$ cat config.mk
export PLATFORM = sky130hd
export DESIGN_NAME = x_stretch_flat
export DESIGN_NICKNAME = d
export VERILOG_FILES = /design/src/rtl/x_stretch_if.sv /design/src/rtl/x_stretch.sv /design/src/flat_wrapper.sv
export SDC_FILE = /design/constraint.sdc
export NUM_CORES = 1
export LEC_CHECK = 0
export CORE_MARGIN = 4
export CORE_UTILIZATION = 40
export DETAILED_ROUTE_END_ITERATION = 12
export HOLD_SLACK_MARGIN = 0.08
export PLACE_DENSITY = 0.78
export SLEW_MARGIN = 5
export SYNTH_ARGS = -nofsm -noshare
export SYNTH_HDL_FRONTEND = slang
export SYNTH_SLANG_ARGS = --single-unit
$ cat constraint.sdc
create_clock -name clock -period 2.1 [get_ports clock]
set_input_delay 0.525 -clock clock [delete_from_list [all_inputs] [get_ports clock]]
set_output_delay 0.525 -clock clock [all_outputs]
set_load 0.1 [all_outputs]
$ cat src/rtl/x_stretch_if.sv
// Trigger/control/status bundle for the x_stretch pulse stretcher.
// The master drives the trigger and configuration; the slave returns the stretched pulse and status.
interface x_stretch_if #(
    parameter int MXCNT = 4
);
    logic             d;
    logic [MXCNT-1:0] len;
    logic [MXCNT-1:0] gap;
    logic             retrig;
    logic             drop_clr;
    logic             q;
    logic             busy;
    logic [7:0]       drop_cnt;

    modport master (
        output d, len, gap, retrig, drop_clr,
        input  q, busy, drop_cnt
    );

    modport slave (
        input  d, len, gap, retrig, drop_clr,
        output q, busy, drop_cnt
    );
endinterface

$ cat src/rtl/x_stretch.sv
// Pulse stretcher: each accepted one-clock trigger becomes a registered pulse of max(len,1)
// clocks, followed by at least gap+1 low clocks. Define X_STRETCH_DROP_CNT_EN for the drop counter.
module x_stretch #(
    parameter int MXCNT = 4
) (
    input logic        clock,
    input logic        reset,
    x_stretch_if.slave bus
);
    typedef enum logic [1:0] {
        StIdle    = 2'd0,
        StStretch = 2'd1,
        StGap     = 2'd2
    } sm_e;

    localparam logic [MXCNT-1:0] CntOne = MXCNT'(1);

    sm_e              sm_q;
    logic [MXCNT-1:0] cnt_q;
    logic [MXCNT-1:0] gcnt_q;
    logic             q_q;
    logic             busy_q;
    logic [MXCNT-1:0] len_m1;

    // len of 0 stretches like len of 1
    assign len_m1 = (bus.len == '0) ? '0 : (bus.len - CntOne);

    always_ff @(posedge clock or posedge reset) begin
        if (reset) begin
            sm_q   <= StIdle;
            cnt_q  <= '0;
            gcnt_q <= '0;
            q_q    <= 1'b0;
            busy_q <= 1'b0;
        end else begin
            case (sm_q)
                StIdle: begin
                    if (bus.d) begin
                        q_q    <= 1'b1;
                        busy_q <= 1'b1;
                        cnt_q  <= len_m1;
                        sm_q   <= StStretch;
                    end
                end
                StStretch: begin
                    if (bus.retrig && bus.d) begin
                        cnt_q <= len_m1;
                    end else if (cnt_q == '0) begin
                        q_q <= 1'b0;
                        if (bus.gap == '0) begin
                            sm_q   <= StIdle;
                            busy_q <= 1'b0;
                        end else begin
                            gcnt_q <= bus.gap - CntOne;
                            sm_q   <= StGap;
                        end
                    end else begin
                        cnt_q <= cnt_q - CntOne;
                    end
                end
                StGap: begin
                    if (gcnt_q == '0) begin
                        sm_q   <= StIdle;
                        busy_q <= 1'b0;
                    end else begin
                        gcnt_q <= gcnt_q - CntOne;
                    end
                end
                default: begin
                    sm_q   <= StIdle;
                    q_q    <= 1'b0;
                    busy_q <= 1'b0;
                end
            endcase
        end
    end

    assign bus.q    = q_q;
    assign bus.busy = busy_q;

`ifdef X_STRETCH_DROP_CNT_EN
    logic       dropped;
    logic [7:0] drop_q;

    // A trigger counts as dropped unless it loads (idle) or reloads (stretch with retrig)
    assign dropped = bus.d && !((sm_q == StIdle) || ((sm_q == StStretch) && bus.retrig));

    always_ff @(posedge clock or posedge reset) begin
        if (reset) begin
            drop_q <= 8'h00;
        end else if (bus.drop_clr) begin
            drop_q <= 8'h00;
        end else if (dropped && (drop_q != 8'hff)) begin
            drop_q <= drop_q + 8'd1;
        end
    end

    assign bus.drop_cnt = drop_q;
`else
    logic unused_drop_clr;

    assign unused_drop_clr = bus.drop_clr;
    assign bus.drop_cnt    = 8'h00;
`endif
endmodule

$ cat src/flat_wrapper.sv
// flat-port wrapper written by rule: the top's interface ports become plain ports
module x_stretch_flat 
#(
    parameter int MXCNT = 4
)
  (clock, reset, bus_d, bus_len, bus_gap, bus_retrig, bus_drop_clr, bus_q, bus_busy, bus_drop_cnt);
  x_stretch_if #(.MXCNT(MXCNT)) bus_i ();
  input logic clock;
  input logic reset;
  input wire logic [$bits(bus_i.d)-1:0] bus_d;
  input wire logic [$bits(bus_i.len)-1:0] bus_len;
  input wire logic [$bits(bus_i.gap)-1:0] bus_gap;
  input wire logic [$bits(bus_i.retrig)-1:0] bus_retrig;
  input wire logic [$bits(bus_i.drop_clr)-1:0] bus_drop_clr;
  output wire logic [$bits(bus_i.q)-1:0] bus_q;
  output wire logic [$bits(bus_i.busy)-1:0] bus_busy;
  output wire logic [$bits(bus_i.drop_cnt)-1:0] bus_drop_cnt;
  assign bus_i.d = bus_d;
  assign bus_i.len = bus_len;
  assign bus_i.gap = bus_gap;
  assign bus_i.retrig = bus_retrig;
  assign bus_i.drop_clr = bus_drop_clr;
  assign bus_q = bus_i.q;
  assign bus_busy = bus_i.busy;
  assign bus_drop_cnt = bus_i.drop_cnt;
  x_stretch #(.MXCNT(MXCNT)) u_core (.clock(clock), .reset(reset), .bus(bus_i));
endmodule
Word level (Yosys, flattened, before mapping)
Index checks and enable logic that the tools add are counted.
{"block": "totals", "register_bits": 12, "output_inout_bits": 10, "mem_bits_ro": 0, "n_memories": 0, "mem_bits_rw": 0, "latch_bits": 0, "inputBits": 13}
{"block": "classes", "eq_ne": 10, "add_sub_neg": 4, "mul": 0, "n_reduce_logical": 13, "shifts": 0, "bitwise_logic": 1, "n_div": 0, "n_mux": 25, "magnitude_cmp": 0}
{"op": "$mux W4", "n": 8}
{"op": "$logic_not A4 Y1", "n": 4}
{"op": "$pmux W4 S2", "n": 2}
{"op": "$sub A4 B1 Y4 const B", "n": 4}
{"op": "$mux W2", "n": 5}
{"op": "$reduce_and A5 Y1", "n": 2}
{"op": "$ne A2 B2 Y1 const B", "n": 4}
{"op": "$reduce_and A4 Y1", "n": 2}
{"op": "$mux W1", "n": 7}
{"op": "$ne A2 B1 Y1 const B", "n": 3}
{"op": "$pmux W1 S3", "n": 2}
{"op": "$pmux W2 S3", "n": 1}
{"op": "$reduce_bool A2 Y1", "n": 2}
{"op": "$ne A3 B2 Y1 const B", "n": 1}
{"op": "$reduce_and A3 Y1", "n": 1}
{"op": "$eq A2 B1 Y1 const B", "n": 1}
{"op": "$eq A2 B2 Y1 const B", "n": 1}
{"op": "$logic_not A2 Y1", "n": 1}
{"op": "$logic_and A1 B1 Y1", "n": 1}
{"op": "$not A1 Y1", "n": 1}

Longest topological paths before layout
Gate-level depths: netlist of the first run.
{"block": "logic_depth", "word_depth": 5, "depth_mapped": 7, "ltp_nobuf": 7}

Least setup slack after synthesis of the first run
OpenSTA, ideal clock, no wires.
{"block": "synth_timing", "kind": "register to register", "from": "register u_core.cnt_q[0]", "to": "register u_core.gcnt_q[0]", "setup_time_ps": 128, "required_ps": 1972, "arrival_ps": 1641, "path_buffers": 0, "stages_incl_launch_ff": 7, "path_slack_ps": 332, "cell_sequence": "dfrtp_1 > inv_1 > ha_1 > nor3b_4 > nand3_2 > o22ai_4 > mux2_1"}
{"block": "synth_via", "elab_chain_len": 3}
{"item": "start, declared", "line": "x_stretch.sv:19", "text": "logic [MXCNT-1:0] cnt_q;"}
{"item": "start signal, assigned", "line": "x_stretch.sv:41", "text": "cnt_q <= len_m1;"}
{"item": "start signal, assigned", "line": "x_stretch.sv:47", "text": "cnt_q <= len_m1;"}
{"item": "start signal, assigned", "line": "x_stretch.sv:58", "text": "cnt_q <= cnt_q - CntOne;"}
{"item": "$logic_not A4 Y1", "line": "x_stretch.sv:48", "text": "end else if (cnt_q == '0) begin"}
{"item": "$ne A2 B1 Y1 (no source line)"}
{"item": "$reduce_and A5 Y1 (no source line)"}
{"item": "end signal, assigned", "line": "x_stretch.sv:54", "text": "gcnt_q <= bus.gap - CntOne;"}
{"item": "end signal, assigned", "line": "x_stretch.sv:66", "text": "gcnt_q <= gcnt_q - CntOne;"}
{"item": "end, declared", "line": "x_stretch.sv:20", "text": "logic [MXCNT-1:0] gcnt_q;"}
Every way passes these cells.
A chain may end at the register's enable or synchronous reset.

Worst setup path after layout of the first run
Same ends and word-level chain as after synthesis.

==> results of run 1 <==
## report_power, final
group | total (mW) | internal (mW) | switching, mW
registers | 0.469 | 0.347 | 0.123
logic | 0.871 | 0.328 | 0.543
clock network | 0.185 | 0.106 | 0.0796
## worst max-delay path: stages, from the launching register on
cell,delay (ns)
dfrtp_1,0.36
inv_1,0.12
ha_1,0.21
nor3b_4,0.23
nand3_2,0.16
o22ai_4,0.27
mux2_1,0.35
## worst paths after layout
check                                            start                           end  cells past startpoint
max                        u_core.cnt_q[0]$_DFFE_PP0P_  u_core.gcnt_q[0]$_DFFE_PP0P_                      6
min                         u_core.sm_q[0]$_DFFE_PP0P_   u_core.bus.busy$_DFFE_PP0P_                      1
max reg2reg                u_core.cnt_q[0]$_DFFE_PP0P_  u_core.gcnt_q[0]$_DFFE_PP0P_                      6
min reg2reg                 u_core.sm_q[0]$_DFFE_PP0P_   u_core.bus.busy$_DFFE_PP0P_                      1
max in group asynchronous                        reset    u_core.sm_q[1]$_DFFE_PP0P_                      2
min in group asynchronous                        reset   u_core.cnt_q[2]$_DFFE_PP0P_                      2
## per-stage QoR
step                      setup slack (ns)  area, µm²
final                               0.2820       1061
after global routing                0.1611       1061
after CTS                           0.2673       1061
after detailed placement           0.05871       1025
after global placement              0.1345       1025
after floorplan                     0.3316      914.6
## sequential cells by signal, summed over array words and instances (netlist names)
signal / cells
u_core.sm_q: 2
u_core.bus.q: 1
u_core.gcnt_q: 4
u_core.cnt_q: 4
u_core.bus.busy: 1
## per-layer routing
layer	up-vias	wire length, µm	GRT usage [%]
met1	337	741	16.69
met2	19	912	22.64
met5	-	0	0
li1	369	-	-
met3	5	112	4.826
met4	0	51	8.502
## cell families (layout without fill, tap and decap cells)
kind of cell / Yosys count / in the layout / synth area share, %
flops: 12 / 12 / 33.80
compound gates: 27 / 27 / 21.55
mux: 3 / 3 / 3.521
other cells: 1 / 8 / 0.4221
buf+inv: 16 / 27 / 10.99
simple gates: 35 / 35 / 26.90
fa+ha+maj: 2 / 2 / 2.816
## area by class of cell
type	count	area [µm²]	share of cell area [%]
inverter	7	26.28	2.476
timing repair buffer	16	147.6	13.92
tap	27	33.78	3.184
clock buffer	4	36.28	3.420
multi-input combinational	75	516.7	48.70
sequential	12	300.3	28.30
## layout by cell type (no fill, tap or decap), types with 2 or more instances in the layout
cell type and count:
nor2_1 5, o22ai_1 2, clkbuf_4 3, nor4_1 2, inv_1 7, o21ai_1 4, ha_1 2, a21oi_1 6
nand3b_1 2, buf_4 5, clkdlybuf4s50_1 11, and2b_1 2, nand3_1 3, a21oi_2 2, mux2i_1 2, nand2_1 9
dfrtp_1 12, conb_1 8, o21ai_0 5
==> flow_summary.json, run 1 <==
{
  "crit_required_ns": 2.26,
  "path_clk_slew_ns": 0.08,
  "fin_crit_sh_pct": 86.57,
  "min_path_type": "register to register",
  "antenna_found_initial": 0,
  "finalHoldViolations": 0,
  "synth_top_area_share_pct": 33.80,
  "cts_setup_buffers": 0,
  "maxClockFrequency_mhz": 550.0,
  "syn_area_um2": 888.4,
  "r2r_slack_ns": 0.28,
  "post-route-util_pct": 51.96,
  "synth_area_leaders": "dfrtp_1 (34%), buf_4 (6.8%), nand2_1 (3.8%)",
  "area_growth_pct": 19.44,
  "startpoint_type": "register",
  "power_mw": 1.525,
  "initial_core_util_pct": 43.50,
  "fin_crit_ns": 1.818,
  "finalMaxSlewViolations": 0,
  "peakVddDrop_uv": 747.2,
  "path_max_fanout": 5,
  "rows": 16,
  "grt_pass1_wl_um": 2987,
  "drcViolationCount": 0,
  "ys_warn_count": 0,
  "rsz0062_at_grt": "false",
  "p_leak_nw": 0.4284,
  "avgRoutedWirePerCell_um": 12.89,
  "insertion_delay_ns": 0.28,
  "synth_seq_cells": 12,
  "layout-drive-gt1-share_pct": 19.30,
  "final_cells": 141,
  "cts_resized": 0,
  "io_buffers": 13,
  "hpwl_um": 1477,
  "n_fill_cell": 199,
  "setup_viol": 0,
  "first_global_vias": 630,
  "die_area_um2": 3039,
  "drt_pass1_iterations": 4,
  "hold_buffers": 0,
  "critical_path_class": "register to register",
  "netlist_top_cells_count": "dfrtp_1 (12), nand2_1 (9), buf_4 (8)",
  "vias": 730,
  "htree_num_levels": 1,
  "track_usage_pct": 14.33,
  "wirelength_um": 1817,
  "cellPowerDensity_nw_per_um2": 1438,
  "cts_buffer_depth": 2,
  "status": "completed",
  "die_h_um": 55.13,
  "synth-async-reset-ratio_pct": 100.0,
  "boundaryPins": 23,
  "post-synth-top-count-cell": "dfrtp_1",
  "cap_viol_max_count": 0,
  "ant_nets": 0,
  "finalNetCount": 130,
  "syn_inst": 96,
  "grt_max_degree": 13,
  "whs_ns": 0.5316,
  "ys_seq_area_share_pct": 33.80,
  "cts_tree": "built",
  "crit_path_end_kind": "register",
  "synth-edff-count": 0,
  "cts_buffers": 3,
  "synth_ff_type": "dfrtp_1",
  "arrival_ns": 1.98,
  "yosysTopAreaCell": "dfrtp_1",
  "dp.cells": 137,
  "core_area_um2": 2042,
  "cts_sinks": 12,
  "gr-total-overflow": 0,
  "avgSynthCellArea_um2": 9.254,
  "die_w_um": 55.13,
  "gp_congestion": 0.8699,
  "synth.distinct_cells": 39,
  "fin_skew_ns": 0.002307,
  "drt_first_iter_violations": 6,
  "n_antenna_cell": 0,
  "cts-root-buf": "clkbuf_4",
  "vias_per_cell": 5.177,
  "fin_tns_setup_ns": 0
}
No activity file was read; power rests on OpenSTA's default activity.
==> run 2, diff against run 1 <==
Settings changed: CORE_MARGIN 4 to default.
==> flow_summary.json, run 2 (same netlist as run 1, synthesis figures left out) <==
{
  "path_clk_slew_ns": 0.08,
  "core_area_um2": 2022,
  "fin_skew_ns": 0.007707,
  "finalMaxSlewViolations": 0,
  "cts_setup_buffers": 0,
  "grt_max_degree": 13,
  "htree_num_levels": 1,
  "rows": 16,
  "path_max_fanout": 5,
  "critical_path_class": "register to register",
  "drt_first_iter_violations": 17,
  "fin_crit_sh_pct": 88.02,
  "fin_tns_setup_ns": 0,
  "cts-root-buf": "clkbuf_4",
  "die_area_um2": 2413,
  "cts_buffers": 3,
  "p_leak_nw": 0.4212,
  "avgRoutedWirePerCell_um": 12.75,
  "antenna_found_initial": 0,
  "hpwl_um": 1398,
  "die_w_um": 49.13,
  "io_buffers": 13,
  "startpoint_type": "register",
  "track_usage_pct": 16.77,
  "first_global_vias": 728,
  "layout_common_cells": "dfrtp_1 (12), clkdlybuf4s50_1 (11), nand2_1 (9), conb_1 (8), inv_1 (7)",
  "whs_ns": 0.5277,
  "cap_viol_max_count": 0,
  "cts_buffer_depth": 2,
  "area_growth_pct": 17.89,
  "crit_path_end_kind": "register",
  "layout_commonest_cell": "dfrtp_1",
  "cellPowerDensity_nw_per_um2": 1432,
  "vias_per_cell": 5.279,
  "boundaryPins": 23,
  "finalHoldViolations": 0,
  "drcViolationCount": 0,
  "arrival_ns": 2.02,
  "n_antenna_cell": 0,
  "crit_required_ns": 2.27,
  "min_path_type": "register to register",
  "rsz0062_at_grt": "false",
  "peakVddDrop_uv": 641.0,
  "layout-drive-gt1-share_pct": 18.58,
  "cts_resized": 0,
  "cts_sinks": 12,
  "status": "completed",
  "initial_core_util_pct": 43.94,
  "postLayoutCellArea_um2": 1047,
  "ant_nets": 0,
  "hold_buffers": 0,
  "place_area_um2": 1025,
  "vias": 739,
  "gp_congestion": 0.8172,
  "drt_pass1_iterations": 4,
  "fin_crit_ns": 1.848,
  "finalNetCount": 130,
  "grt_pass1_wl_um": 3070,
  "die_h_um": 49.13,
  "top_regs": "u_core.cnt_q x4, u_core.gcnt_q x4, u_core.sm_q x2",
  "insertion_delay_ns": 0.28,
  "wirelength_um": 1785,
  "maxClockFrequency_mhz": 541.0,
  "cts_tree": "built",
  "gr-total-overflow": 0,
  "power_mw": 1.500,
  "setup_viol": 0
}
==> run 2: final timing paths <==
path / slack [ns] / start / to / cells past startpoint
max: 0.25 / u_core.cnt_q[0]$_DFFE_PP0P_ / u_core.gcnt_q[0]$_DFFE_PP0P_ / 6
min: 0.53 / u_core.bus.q$_DFFE_PP0P_ / u_core.bus.q$_DFFE_PP0P_ / 2
max reg2reg: 0.25 / u_core.cnt_q[0]$_DFFE_PP0P_ / u_core.gcnt_q[0]$_DFFE_PP0P_ / 6
min reg2reg: 0.53 / u_core.bus.q$_DFFE_PP0P_ / u_core.bus.q$_DFFE_PP0P_ / 2
max in group asynchronous: 1.23 / reset / u_core.cnt_q[2]$_DFFE_PP0P_ / 2
min in group asynchronous: 0.55 / reset / u_core.sm_q[1]$_DFFE_PP0P_ / 2
==> run 2: power by group <==
group | internal [mW] | total, mW | switching, mW | leakage [nW]
clock network | 0.0666 | 0.147 | 0.0800 | 0.0138
logic | 0.330 | 0.888 | 0.558 | 0.267
registers | 0.347 | 0.465 | 0.119 | 0.141
==> run 2: metrics by stage <==
stage                     util, %  worst slack [ns]  std cells
after global routing        51.79            0.1557        140
final                       51.79            0.2516        140
after CTS                   51.79            0.2387        140
after detailed placement    50.68            0.1166        137
after floorplan                 -            0.3316        103
after global placement      50.68            0.1345        137
==> run 2: worst max-delay path: stages (launching register included) <==
cell	delay [ns]
dfrtp_1	0.36
inv_1	0.13
ha_1	0.23
nor3b_4	0.24
nand3_2	0.16
o22ai_4	0.27
mux2_1	0.34
==> run 2: final cells by class <==
| cell class | count | area (µm²) |
|---|---|---|
| fill | 196 | 974.7 |
| tap | 27 | 33.78 |
| multi-input combinational | 75 | 516.7 |
| sequential | 12 | 300.3 |
| timing repair buffer | 16 | 147.6 |
| inverter | 7 | 26.28 |
| clock buffer | 3 | 22.52 |
==> run 2: metal layers <==
metal  vias to the layer above  track usage [%]  wire length, µm
met4                         0            11.76               27
li1                        365                -                -
met5                         -                0                0
met2                        20            28.08              880
met3                         3            1.869               55
met1                       351            19.77              821
